`src/rtl/mseq_pkg.sv`:
```
// Shared encodings for the control-unit microsequencer.
// Optional watchdog is enabled by defining MSEQ_WATCHDOG_EN.
package mseq_pkg;

    localparam int STATE_W = 7;

    localparam logic [2:0] NS_ENC       = 3'b000;
    localparam logic [2:0] NS_FETCH     = 3'b001;
    localparam logic [2:0] NS_TGT       = 3'b010;
    localparam logic [2:0] NS_INC       = 3'b011;
    localparam logic [2:0] NS_STS_ENC   = 3'b100;
    localparam logic [2:0] NS_STS_FETCH = 3'b101;
    localparam logic [2:0] NS_STS_INC   = 3'b110;
    localparam logic [2:0] NS_HOLD      = 3'b111;

    localparam logic [1:0] CS_MOC  = 2'b00;
    localparam logic [1:0] CS_COND = 2'b01;
    localparam logic [1:0] CS_DMOC = 2'b10;
    localparam logic [1:0] CS_ZERO = 2'b11;

    localparam logic [1:0] M_ENC   = 2'b00;
    localparam logic [1:0] M_FETCH = 2'b01;
    localparam logic [1:0] M_TGT   = 2'b10;
    localparam logic [1:0] M_INC   = 2'b11;

    typedef enum logic [1:0] {
        RUN   = 2'd0,
        WAIT  = 2'd1,
        ABORT = 2'd2
    } mseq_fsm_e;

    // Conditional modes that can spin on a memory handshake
    function automatic logic is_cond_mode(input logic [2:0] n);
        return (n == NS_STS_ENC) || (n == NS_STS_FETCH) ||
               (n == NS_STS_INC);
    endfunction

endpackage

```
`src/rtl/mseq_next_addr.sv`:
```
// Next-address mode decoder: maps n_sel and the branch status
// to a 2-bit source select plus a hold flag.
module mseq_next_addr
    import mseq_pkg::*;
(
    input  logic [2:0] n_sel,
    input  logic       sts,
    output logic [1:0] m_sel,
    output logic       hold
);

    // Pick the address source for the current microinstruction
    always_comb begin
        m_sel = M_ENC;
        hold  = 1'b0;
        unique case (n_sel)
            NS_ENC:       m_sel = M_ENC;
            NS_FETCH:     m_sel = M_FETCH;
            NS_TGT:       m_sel = M_TGT;
            NS_INC:       m_sel = M_INC;
            NS_STS_ENC:   m_sel = sts ? M_ENC   : M_TGT;
            NS_STS_FETCH: m_sel = sts ? M_FETCH : M_TGT;
            NS_STS_INC:   m_sel = sts ? M_INC   : M_FETCH;
            NS_HOLD:      hold  = 1'b1;
            default:      hold  = 1'b1;
        endcase
    end

endmodule

```
`src/rtl/microsequencer_ctrl.sv`:
```
// Registered microsequencer with handshake wait detection.
// Define MSEQ_WATCHDOG_EN to add the wait-loop abort watchdog.
module microsequencer_ctrl
#(
    parameter logic [mseq_pkg::STATE_W-1:0] RESET_STATE = 7'd0,
    parameter logic [mseq_pkg::STATE_W-1:0] FETCH_STATE = 7'd1
`ifdef MSEQ_WATCHDOG_EN
    ,
    parameter int                           TIMEOUT     = 15,
    parameter logic [mseq_pkg::STATE_W-1:0] ABORT_STATE = 7'd127
`endif
)
(
    input  logic                         clk,
    input  logic                         reset,
    input  logic                         en,
    input  logic [2:0]                   n_sel,
    input  logic [1:0]                   s_sel,
    input  logic                         inv,
    input  logic                         moc,
    input  logic                         cond,
    input  logic                         dmoc,
    input  logic [mseq_pkg::STATE_W-1:0] encoder_state,
    input  logic [mseq_pkg::STATE_W-1:0] cr_target,
    output logic [mseq_pkg::STATE_W-1:0] state,
    output logic                         mem_wait,
    output logic                         timeout
);

    import mseq_pkg::*;

    logic               cond_sel;
    logic               sts;
    logic [1:0]         m_sel;
    logic               hold;
    logic [STATE_W-1:0] next_state;
    logic               wait_loop;
    mseq_fsm_e          fsm;

`ifdef MSEQ_WATCHDOG_EN
    localparam int CNT_W = $clog2(TIMEOUT);
    localparam logic [CNT_W-1:0] CNT_LAST = CNT_W'(TIMEOUT - 1);
    logic [CNT_W-1:0] wait_cnt;
`else
    assign timeout = 1'b0;
`endif

    // Branch condition select
    always_comb begin
        cond_sel = 1'b0;
        unique case (s_sel)
            CS_MOC:  cond_sel = moc;
            CS_COND: cond_sel = cond;
            CS_DMOC: cond_sel = dmoc;
            CS_ZERO: cond_sel = 1'b0;
            default: cond_sel = 1'b0;
        endcase
    end

    assign sts = cond_sel ^ inv;

    mseq_next_addr u_next_addr (
        .n_sel (n_sel),
        .sts   (sts),
        .m_sel (m_sel),
        .hold  (hold)
    );

    // Next-state source mux
    always_comb begin
        next_state = state;
        if (!hold) begin
            unique case (m_sel)
                M_ENC:   next_state = encoder_state;
                M_FETCH: next_state = FETCH_STATE;
                M_TGT:   next_state = cr_target;
                M_INC:   next_state = state + STATE_W'(1);
                default: next_state = state;
            endcase
        end
    end

    assign wait_loop = is_cond_mode(n_sel) &&
                       ((s_sel == CS_MOC) || (s_sel == CS_DMOC)) &&
                       (next_state == state);

    // State register, wait FSM and watchdog
    always_ff @(posedge clk or posedge reset) begin
        if (reset) begin
            state    <= RESET_STATE;
            fsm      <= RUN;
            mem_wait <= 1'b0;
`ifdef MSEQ_WATCHDOG_EN
            timeout  <= 1'b0;
            wait_cnt <= '0;
`endif
        end else if (en) begin
            state <= next_state;
`ifdef MSEQ_WATCHDOG_EN
            timeout <= 1'b0;
`endif
            unique case (fsm)
                RUN: begin
                    if (wait_loop) begin
                        fsm      <= WAIT;
                        mem_wait <= 1'b1;
`ifdef MSEQ_WATCHDOG_EN
                        wait_cnt <= CNT_W'(1);
`endif
                    end
                end
                WAIT: begin
                    if (!wait_loop) begin
                        fsm      <= RUN;
                        mem_wait <= 1'b0;
`ifdef MSEQ_WATCHDOG_EN
                        wait_cnt <= '0;
                    end else if (wait_cnt == CNT_LAST) begin
                        fsm      <= ABORT;
                        mem_wait <= 1'b0;
                        state    <= ABORT_STATE;
                        timeout  <= 1'b1;
                        wait_cnt <= '0;
                    end else begin
                        wait_cnt <= wait_cnt + CNT_W'(1);
`endif
                    end
                end
                default: begin
                    fsm      <= RUN;
                    mem_wait <= 1'b0;
                end
            endcase
        end
    end

endmodule

```
`config.mk`:
```
export PLATFORM = sky130hd
export DESIGN_NAME = microsequencer_ctrl
export DESIGN_NICKNAME = d
export VERILOG_FILES = /design/src/rtl/mseq_pkg.sv /design/src/rtl/mseq_next_addr.sv /design/src/rtl/microsequencer_ctrl.sv
export SDC_FILE = /design/constraint.sdc
export NUM_CORES = 1
export LEC_CHECK = 0
export ABC_AREA = 1
export CAP_MARGIN = 10
export CORE_MARGIN = 3
export CORE_UTILIZATION = 40
export CTS_BUF_LIST = sky130_fd_sc_hd__clkbuf_8
export CTS_CLUSTER_SIZE = 8
export DETAILED_ROUTE_END_ITERATION = 8
export PLACE_DENSITY = 0.71
export SYNTH_ARGS = -nofsm -noshare
export SYNTH_HDL_FRONTEND = slang
export SYNTH_SLANG_ARGS = --single-unit
```
`constraint.sdc`:
```
create_clock -name clk -period 1.9 [get_ports clk]
set_input_delay 0.285 -clock clk [delete_from_list [all_inputs] [get_ports clk]]
set_output_delay 0.285 -clock clk [all_outputs]
set_load 0.03 [all_outputs]
```
==> flow_summary.toml, run 1 <==
[critical_path]
worstSetupPathType = "input pin to register"
r2r_slack_ns = 0.14
r2r_end = "mem_wait$_DFFE_PP0P_"
start_kind = "input pin"
end_kind = "register"
r2r-start = "state[0]$_DFFE_PP0P_"
ff2ff_path_depth = 14
crit_arrival_ns = 2.02
crit_fanout = 7
critPathLaunch = "n_sel[2]"
crit_required_ns = 2.06

[clocking]
clock_latency_ns = 0.22
cts_buffer_depth = 2
htreeDepth = 1
clk_pin_slew_ns = 0.04
tritoncts = "done"
clk_root_buffer_cell = "clkbuf_8"
clock-sinks = 8
cts_buffers = 3

[floorplanning]
ioPinCount = 35
die_h_um = 56.2
die_w_um = 56.2
rows = 17
dieArea_sq_um = 3160
core-area_sq_um = 2300
initial_utilization = 0.438

[grt]
grt_pass1_vias = 1251
grt_use_total = 0.204
grt_start_max_net_pins = 13
overflow = 0
antenna_found_initial = 0
grt_pass1_wl_mm = 5.39

[layout]
finalNetCount = 259
diodes = 0
mostFrequentLayoutCells = "nand2_1, clkdlybuf4s50_1, buf_4"
drive_above_1_share = 0.370
final_common_cell = "nand2_1"
area_delta_synth_final_pct = 76.6

[logic_synthesis]
syn_area_sq_um = 1010
yosysWarnings = 0
yosysSeqAreaShare = 0.199
syn_nets = 196
syn-mean-instance-area_sq_um = 5.96
synthTopCellsByArea = "dfrtp_1, nand2_1, nand3_1"
yosysUniqueCellTypes = 25
synth_cells = 169
yosys.area.top_type = "dfrtp_1"
yosysTopAreaCellShare = 0.199
yosys_register_bits = 8

[drt]
highest_layer = "met4"
drt-initial-drc-count = 41
drt-total-wl_mm = 3.44
dr_wl_met3_um = 121
first_pass_iters = 4
via_per_inst = 5.09
m1WireLength_mm = 1.56
post_drt_wl_per_cell_um = 13.3
drc = 0
vias = 1312
wl_met2_mm = 1.75
ant_nets = 0

[sta]
finalHoldViolations = 0
final.min_clock_period_ns = 1.85
fmax_mhz = 540
setup_viol = 0
timing.final.crit_share = 0.975
rsz0062_at_grt = "yes"
fin_setup_tns_ns = 0
fin_skew_ns = 0.00142
slew_violations = 0

[power]
power_density_nw_per_um2 = 613
power.leakage_nw = 0.932
finalPower_mw = 1.09
vdd_drop_max_v = 0.000594

[status]
outcome = "finished clean"

[min_path]
hp-class = "input pin to async pin"

[job]
cap_violations = 0

[placed_design]
hpwl_mm = 2.24
globalplace.congestion = 0.863
numPortBuffers = 33
synthesized netlist by cell type:
cell type	n
o21bai_1	2
nor3_1	3
nand3_2	8
nor2_2	1
o21ai_0	1
a21oi_1	3
nand2_2	3
nand4_1	1
buf_4	1
inv_1	20
dfrtp_1	8
ha_1	1
o21ai_1	2
conb_1	1
nand3_1	32
xor2_1	4
inv_2	8
nand2_1	43
nor2_4	1
nand3b_1	1
a22oi_1	4
nand2_4	1
nor2_1	16
buf_6	2
clkbuf_1	2
stage by stage:
stage / cell area (sq um) / std cells / hold WS (ns) / utilization / setup slack (ns)
6_report: 1780 / 258 / 0.302 / 0.775 / 0.0475
5_1_grt: 1780 / 258 / 0.334 / 0.775 / -0.113
4_1_cts: 1630 / 251 / 0.310 / 0.710 / 0.00230
3_5_place_dp: 1460 / 241 / 0.464 / 0.633 / -0.448
3_3_place_gp: 1460 / 241 / 0.480 / 0.633 / -0.373
2_1_floorplan: 1010 / 169 / 0.101 / - / 0.000763
worst max-delay path, stage by stage:
cell	delay, ns
dlygate4sd2_1	0.29
nand2_1	0.11
inv_2	0.05
nand2_2	0.09
o21ai_2	0.07
inv_2	0.08
buf_4	0.12
nand3_4	0.10
nand3b_1	0.14
buf_4	0.12
nand3_1	0.07
nand3_1	0.07
nand2_1	0.06
nor2_1	0.11
nand2_1	0.07
nor2_1	0.09
nand2_1	0.05
nand2_1	0.05
logic make-up (layout without fill, tap and decap cells):
logic type      Yosys count  after routing  share of synthesized area
compound gates           12             12                     0.0745
xor+xnor                  4              4                     0.0348
fa+ha+maj                 1              1                     0.0124
buf+inv                  33             93                      0.142
flops                     8              8                      0.199
other cells               1              1                    0.00372
simple gates            110            111                      0.534
flip-flops by register name, indices dropped and copies added (netlist names):
name      count
mem_wait      1
state         7
worst max-delay path by stage:
stage | end | slack (ns)
2_1_floorplan | mem_wait$_DFFE_PP0P_ | 0.0008
4_1_cts | mem_wait$_DFFE_PP0P_ | 0.002
5_1_grt | mem_wait$_DFFE_PP0P_ | -0.11
3_3_place_gp | mem_wait$_DFFE_PP0P_ | -0.37
6_report | mem_wait$_DFFE_PP0P_ | 0.05
3_5_place_dp | mem_wait$_DFFE_PP0P_ | -0.45
area by class of cell:
cell class	instances	area, sq um
flip-flops and latches	8	201
repair buffers	62	551
multi-input cells	129	843
fillers	163	518
inverters	28	108
clock buffers	3	41.3
well taps	28	35.0
layer usage:
layer  track usage  up-vias
li1              -      666
met1         0.289      601
met2         0.329       43
met3        0.0209        2
met4        0.0508        0
met5             0        -
power breakdown:
| part | internal (mW) | switching (mW) | leakage (nW) | total [mW] |
|---|---|---|---|---|
| clock | 0.137 | 0.0603 | 0.0216 | 0.197 |
| sequential | 0.200 | 0.0339 | 0.0941 | 0.234 |
| combinational | 0.300 | 0.360 | 0.816 | 0.660 |
| total | 0.637 | 0.454 | 0.932 | 1.09 |
repair_timing:
item / in CTS / in global routing
pin swaps: 16 / 25
hold buffers: 0 / 0
setup buffers: 6 / 7
resized for setup: 25 / 38
cloned: 1 / 0
endpoints found under the setup margin: 5 / 3
Power figures use the tool's default switching activity.
==> run 2, diff against run 1 <==
CORE_MARGIN = 10   (was 3)
GPL_ROUTABILITY_DRIVEN = 0   (was unset)
==> flow_summary.toml, run 2 (same netlist as run 1, synthesis figures left out) <==
[layout]
top_regs = "state (7), mem_wait (1)"
drive_above_1_share = 0.366
diodes = 0
finalNetCount = 256
final_common_cell = "nand2_1"
final_area_sq_um = 1760
largest_reg_flops = 7
area_delta_synth_final_pct = 74.7
largest-register = "state"
mostFrequentLayoutCells = "nand2_1, clkdlybuf4s50_1, nand3_1"
fin_cells = 257

[sta]
fin_skew_ns = 0.000690
timing.final.crit_share = 0.954
setup_viol = 0
finalHoldViolations = 0
final.min_clock_period_ns = 1.81
rsz0062_at_grt = "yes"
slew_violations = 0
fmax_mhz = 552

[grt]
grt_use_total = 0.137
grt_pass1_vias = 1282
antenna_found_initial = 0
met1_usage = 0.158
grt_util_met2 = 0.246
grt_pass1_wl_mm = 5.87
top_usage_layer = "met2"
overflow = 0
met3_usage = 0.0254
grt_start_max_net_pins = 13

[drt]
drc = 0
drt-total-wl_mm = 3.79
vias = 1380
via_per_inst = 5.37
first_pass_iters = 4
drt-initial-drc-count = 125
ant_nets = 0
post_drt_wl_per_cell_um = 14.8

[critical_path]
worstPathCellList = "clkdlybuf4s15_1, nand2_1, inv_2, nand2_2, o21ai_1, inv_2, nand2_4, nor2_4, buf_6, nand3_2, nand2_2, buf_4, o21bai_1, nand2_1, nand2_1, nand2_1, nor2_1, nand2_1, nand2_1"
crit_required_ns = 2.02
cp_slowest_cell = "clkdlybuf4s15_1"
cpPeakStageDelay_ns = 0.24
crit_arrival_ns = 1.93
end_kind = "register"
crit_fanout = 6
worstSetupPathType = "input pin to register"
start_kind = "input pin"
crit_top_cell = "nand2_1"

[clocking]
clock-sinks = 8
cts_buffers = 3
clk_pin_slew_ns = 0.04
ctsHoldBuffers = 0
tritoncts = "done"
htreeDepth = 1
clk_root_buffer_cell = "clkbuf_8"
cts_buffer_depth = 2
clock_latency_ns = 0.23

[placed_design]
numPortBuffers = 33
placed_cell_area_sq_um = 1460
place_inst = 243
hpwl_mm = 2.60

[min_path]
hp-class = "input pin to async pin"

[floorplanning]
die_h_um = 70.2
die_w_um = 70.2
dieArea_sq_um = 4930
core-area_sq_um = 2430
initial_utilization = 0.414
ioPinCount = 35
rows = 18

[power]
power_density_nw_per_um2 = 628
power.leakage_nw = 0.911
vdd_drop_max_v = 0.000600

[job]
cap_violations = 0

[status]
outcome = "finished clean"
## run 2: cell types whose count changed in the layout (fill, tap and decap cells not counted), sizes merged
cell           delta
dlygate4sd2       +1
clkbuf            -1
buf               -3
clkdlybuf4s15     +1
dlymetal6s2s      -1
## run 2: metrics by stage
step	setup slack (ns)	power (mW)	utilization	hold WS [ns]	setup TNS, ns
after floorplan	0.000763	0.556	-	0.101	0
after global placement	-0.373	0.773	0.599	0.485	-1.56
after detailed placement	-0.410	0.781	0.599	0.471	-1.88
after CTS	0.0386	1.04	0.668	0.316	0
after global routing	-0.0815	1.18	0.723	0.346	-0.0815
final	0.0879	1.10	0.723	0.313	0
## run 2: timing repair
item	CTS	global route
gates resized for setup	29	35
setup buffers	3	7
cloned	1	0
pin swaps	19	15
setup endpoints to repair	3	1
## run 2: worst paths after layout
| kind | start | endpoint | slack [ns] | depth (start not counted) |
|---|---|---|---|---|
| min in group clk | mem_wait$_DFFE_PP0P_ | mem_wait$_DFFE_PP0P_ | 0.48 | 2 |
| min reg2reg | mem_wait$_DFFE_PP0P_ | mem_wait$_DFFE_PP0P_ | 0.48 | 2 |
| max | n_sel[2] | mem_wait$_DFFE_PP0P_ | 0.09 | 19 |
| max reg2reg | state[0]$_DFFE_PP0P_ | mem_wait$_DFFE_PP0P_ | 0.14 | 14 |
| max in group asynchronous | reset | state[2]$_DFFE_PP0P_ | 1.33 | 2 |
| min | reset | state[5]$_DFFE_PP0P_ | 0.31 | 2 |
## run 2: cell type report
cell class,instances,area [sq um]
fill,185,673
timing repair buffer,59,537
clock buffer,3,41.3
sequential,8,201
inverter,28,108
tap,30,37.5
multi-input combinational,129,835
## run 2: power breakdown
group	leakage [nW]	total (mW)	switching (mW)	internal (mW)
combinational	0.795	0.668	0.369	0.299
clock	0.0216	0.204	0.0665	0.137
sequential	0.0941	0.232	0.0327	0.200
total	0.911	1.10	0.468	0.636
## run 2: routing by layer
metal | vias up | wire [um]
met4 | 0 | 67
li1 | 660 | -
met3 | 9 | 232
met2 | 58 | 1970
met1 | 653 | 1520
met5 | - | 0
## run 2: critical path, delay by kind of cell
family / cells / cell delay, ns
buffers and inverters: 5 / 0.60
and+or+nand+nor: 12 / 0.89
AOI/OAI and AO/OA: 2 / 0.14
==> run 3, diff against run 2 <==
REMOVE_ABC_BUFFERS = 1   (was unset)
==> flow_summary.toml, run 3 (same netlist as run 1, synthesis figures left out) <==
[critical_path]
start_kind = "input pin"
worstSetupPathType = "input pin to register"
r2r_slack_ns = 0.09
worstPathCellList = "dlygate4sd2_1, inv_1, nand2_1, nand3_2, nand3_2, nand3_4, nand2_4, nor2_4, nand3_2, nand2_2, nor2_2, nand2_1, nand2_1, nor2_1, nand2_1, nor2_1, nand2_1, nand2_1"
cp_slowest_cell = "dlygate4sd2_1"
cpPeakStageDelay_ns = 0.25
crit_family = "simple AND/OR/NAND/NOR gates"
r2r-start = "state[1]$_DFFE_PP0P_"
ff2ff_path_depth = 14
crit_required_ns = 2.06
critPathLaunch = "dmoc"
r2r_end = "mem_wait$_DFFE_PP0P_"
crit_arrival_ns = 2.01
crit_top_cell = "nand2_1"
end_kind = "register"
crit_fanout = 7
path_buf_inv = 2

[sta]
fin_skew_ns = 0.00155
fmax_mhz = 540
finalHoldViolations = 0
timing.final.crit_share = 0.974
hold_ws_ns = 0.304
slew_violations = 0
final.min_clock_period_ns = 1.85
setup_viol = 0
rsz0062_at_grt = "yes"

[floorplanning]
ioPinCount = 35
initial_utilization = 0.414
dieArea_sq_um = 4930
die_h_um = 70.2
core-area_sq_um = 2430
rows = 18
die_w_um = 70.2

[clocking]
clock-sinks = 8
htreeDepth = 1
tritoncts = "done"
clk_pin_slew_ns = 0.04
cts_buffer_depth = 2
clock_latency_ns = 0.22
clk_root_buffer_cell = "clkbuf_8"
cts_buffers = 3

[power]
power.leakage_nw = 0.887
vdd_drop_max_v = 0.000630
power_density_nw_per_um2 = 618

[drt]
vias = 1315
drt-initial-drc-count = 168
drt-total-wl_mm = 3.50
drc = 0
via_per_inst = 5.18
post_drt_wl_per_cell_um = 13.8
ant_nets = 0
first_pass_iters = 4

[layout]
ff_latch_area_sq_um = 201
top_regs = "state (7), mem_wait (1)"
largest_reg_flops = 7
drive_above_1_share = 0.339
finalNetCount = 253
diodes = 0
final_common_cell = "nand2_1"
mostFrequentLayoutCells = "nand2_1, clkdlybuf4s50_1, buf_4"
area_delta_synth_final_pct = 68.6
largest-register = "state"
multi_input_area_sq_um = 832
final_util = 0.698
final_area_sq_um = 1700
fillers = 200

[grt]
grt_use_total = 0.135
antenna_found_initial = 0
overflow = 0
grt_pass1_wl_mm = 5.79
grt_start_max_net_pins = 13
grt_pass1_vias = 1289

[status]
outcome = "finished clean"

[placed_design]
hpwl_mm = 2.57
placed_cell_area_sq_um = 1470
numPortBuffers = 33

[job]
cap_violations = 0

[min_path]
hp-class = "input pin to async pin"
run 3: cell types whose count changed in the layout (fill, tap and decap cells not counted), sizes merged:
cell           previous run  this run
buf                      26        22
clkbuf                    7         5
nand2                    47        48
clkdlybuf4s15             2         1
dlygate4sd2               3         6
run 3: power by group:
group          leakage (nW)  switching [mW]  total [mW]  internal [mW]
combinational         0.771           0.352       0.623          0.271
clock                0.0216          0.0553       0.191          0.136
sequential           0.0941          0.0338       0.234          0.200
run 3: worst max path at each step:
stage                                      end  slack (ns)  cells after the start
after floorplan           mem_wait$_DFFE_PP0P_      0.0009                     15
after global placement    mem_wait$_DFFE_PP0P_       -0.39                     16
after detailed placement  mem_wait$_DFFE_PP0P_       -0.45                     17
after CTS                 mem_wait$_DFFE_PP0P_       0.008                     18
after global routing      mem_wait$_DFFE_PP0P_       -0.08                     14
final                     mem_wait$_DFFE_PP0P_        0.05                     18
run 3: timing repair:
action                     CTS  global route
cloned                       2             0
setup endpoints to repair    5             2
hold buffers                 0             0
buffers inserted             3             1
gates resized for setup     35            15
pin swaps                   13            14
run 3: layout make-up:
class                      instances  share of cell area
clock buffer                       3              0.0243
inverter                          28              0.0634
multi-input combinational        130               0.490
sequential                         8               0.119
tap                               30              0.0221
timing repair buffer              55               0.282
run 3: stage by stage:
| step | TNS, ns | setup WS, ns | power [mW] | cells |
|---|---|---|---|---|
| after floorplan | 0 | 0.000868 | 0.542 | 164 |
| after global placement | -1.65 | -0.395 | 0.777 | 245 |
| after detailed placement | -2.00 | -0.445 | 0.781 | 245 |
| after CTS | 0 | 0.00792 | 1.03 | 253 |
| after global routing | -0.0841 | -0.0841 | 1.13 | 254 |
| final | 0 | 0.0497 | 1.05 | 254 |
run 3: routing by layer:
metal | global-route usage | vias to the layer above | wire [um]
met5 | 0 | - | 0
met4 | 0.0373 | 0 | 0
met3 | 0.0198 | 0 | 154
met2 | 0.246 | 27 | 1880
met1 | 0.157 | 636 | 1460
li1 | - | 652 | -
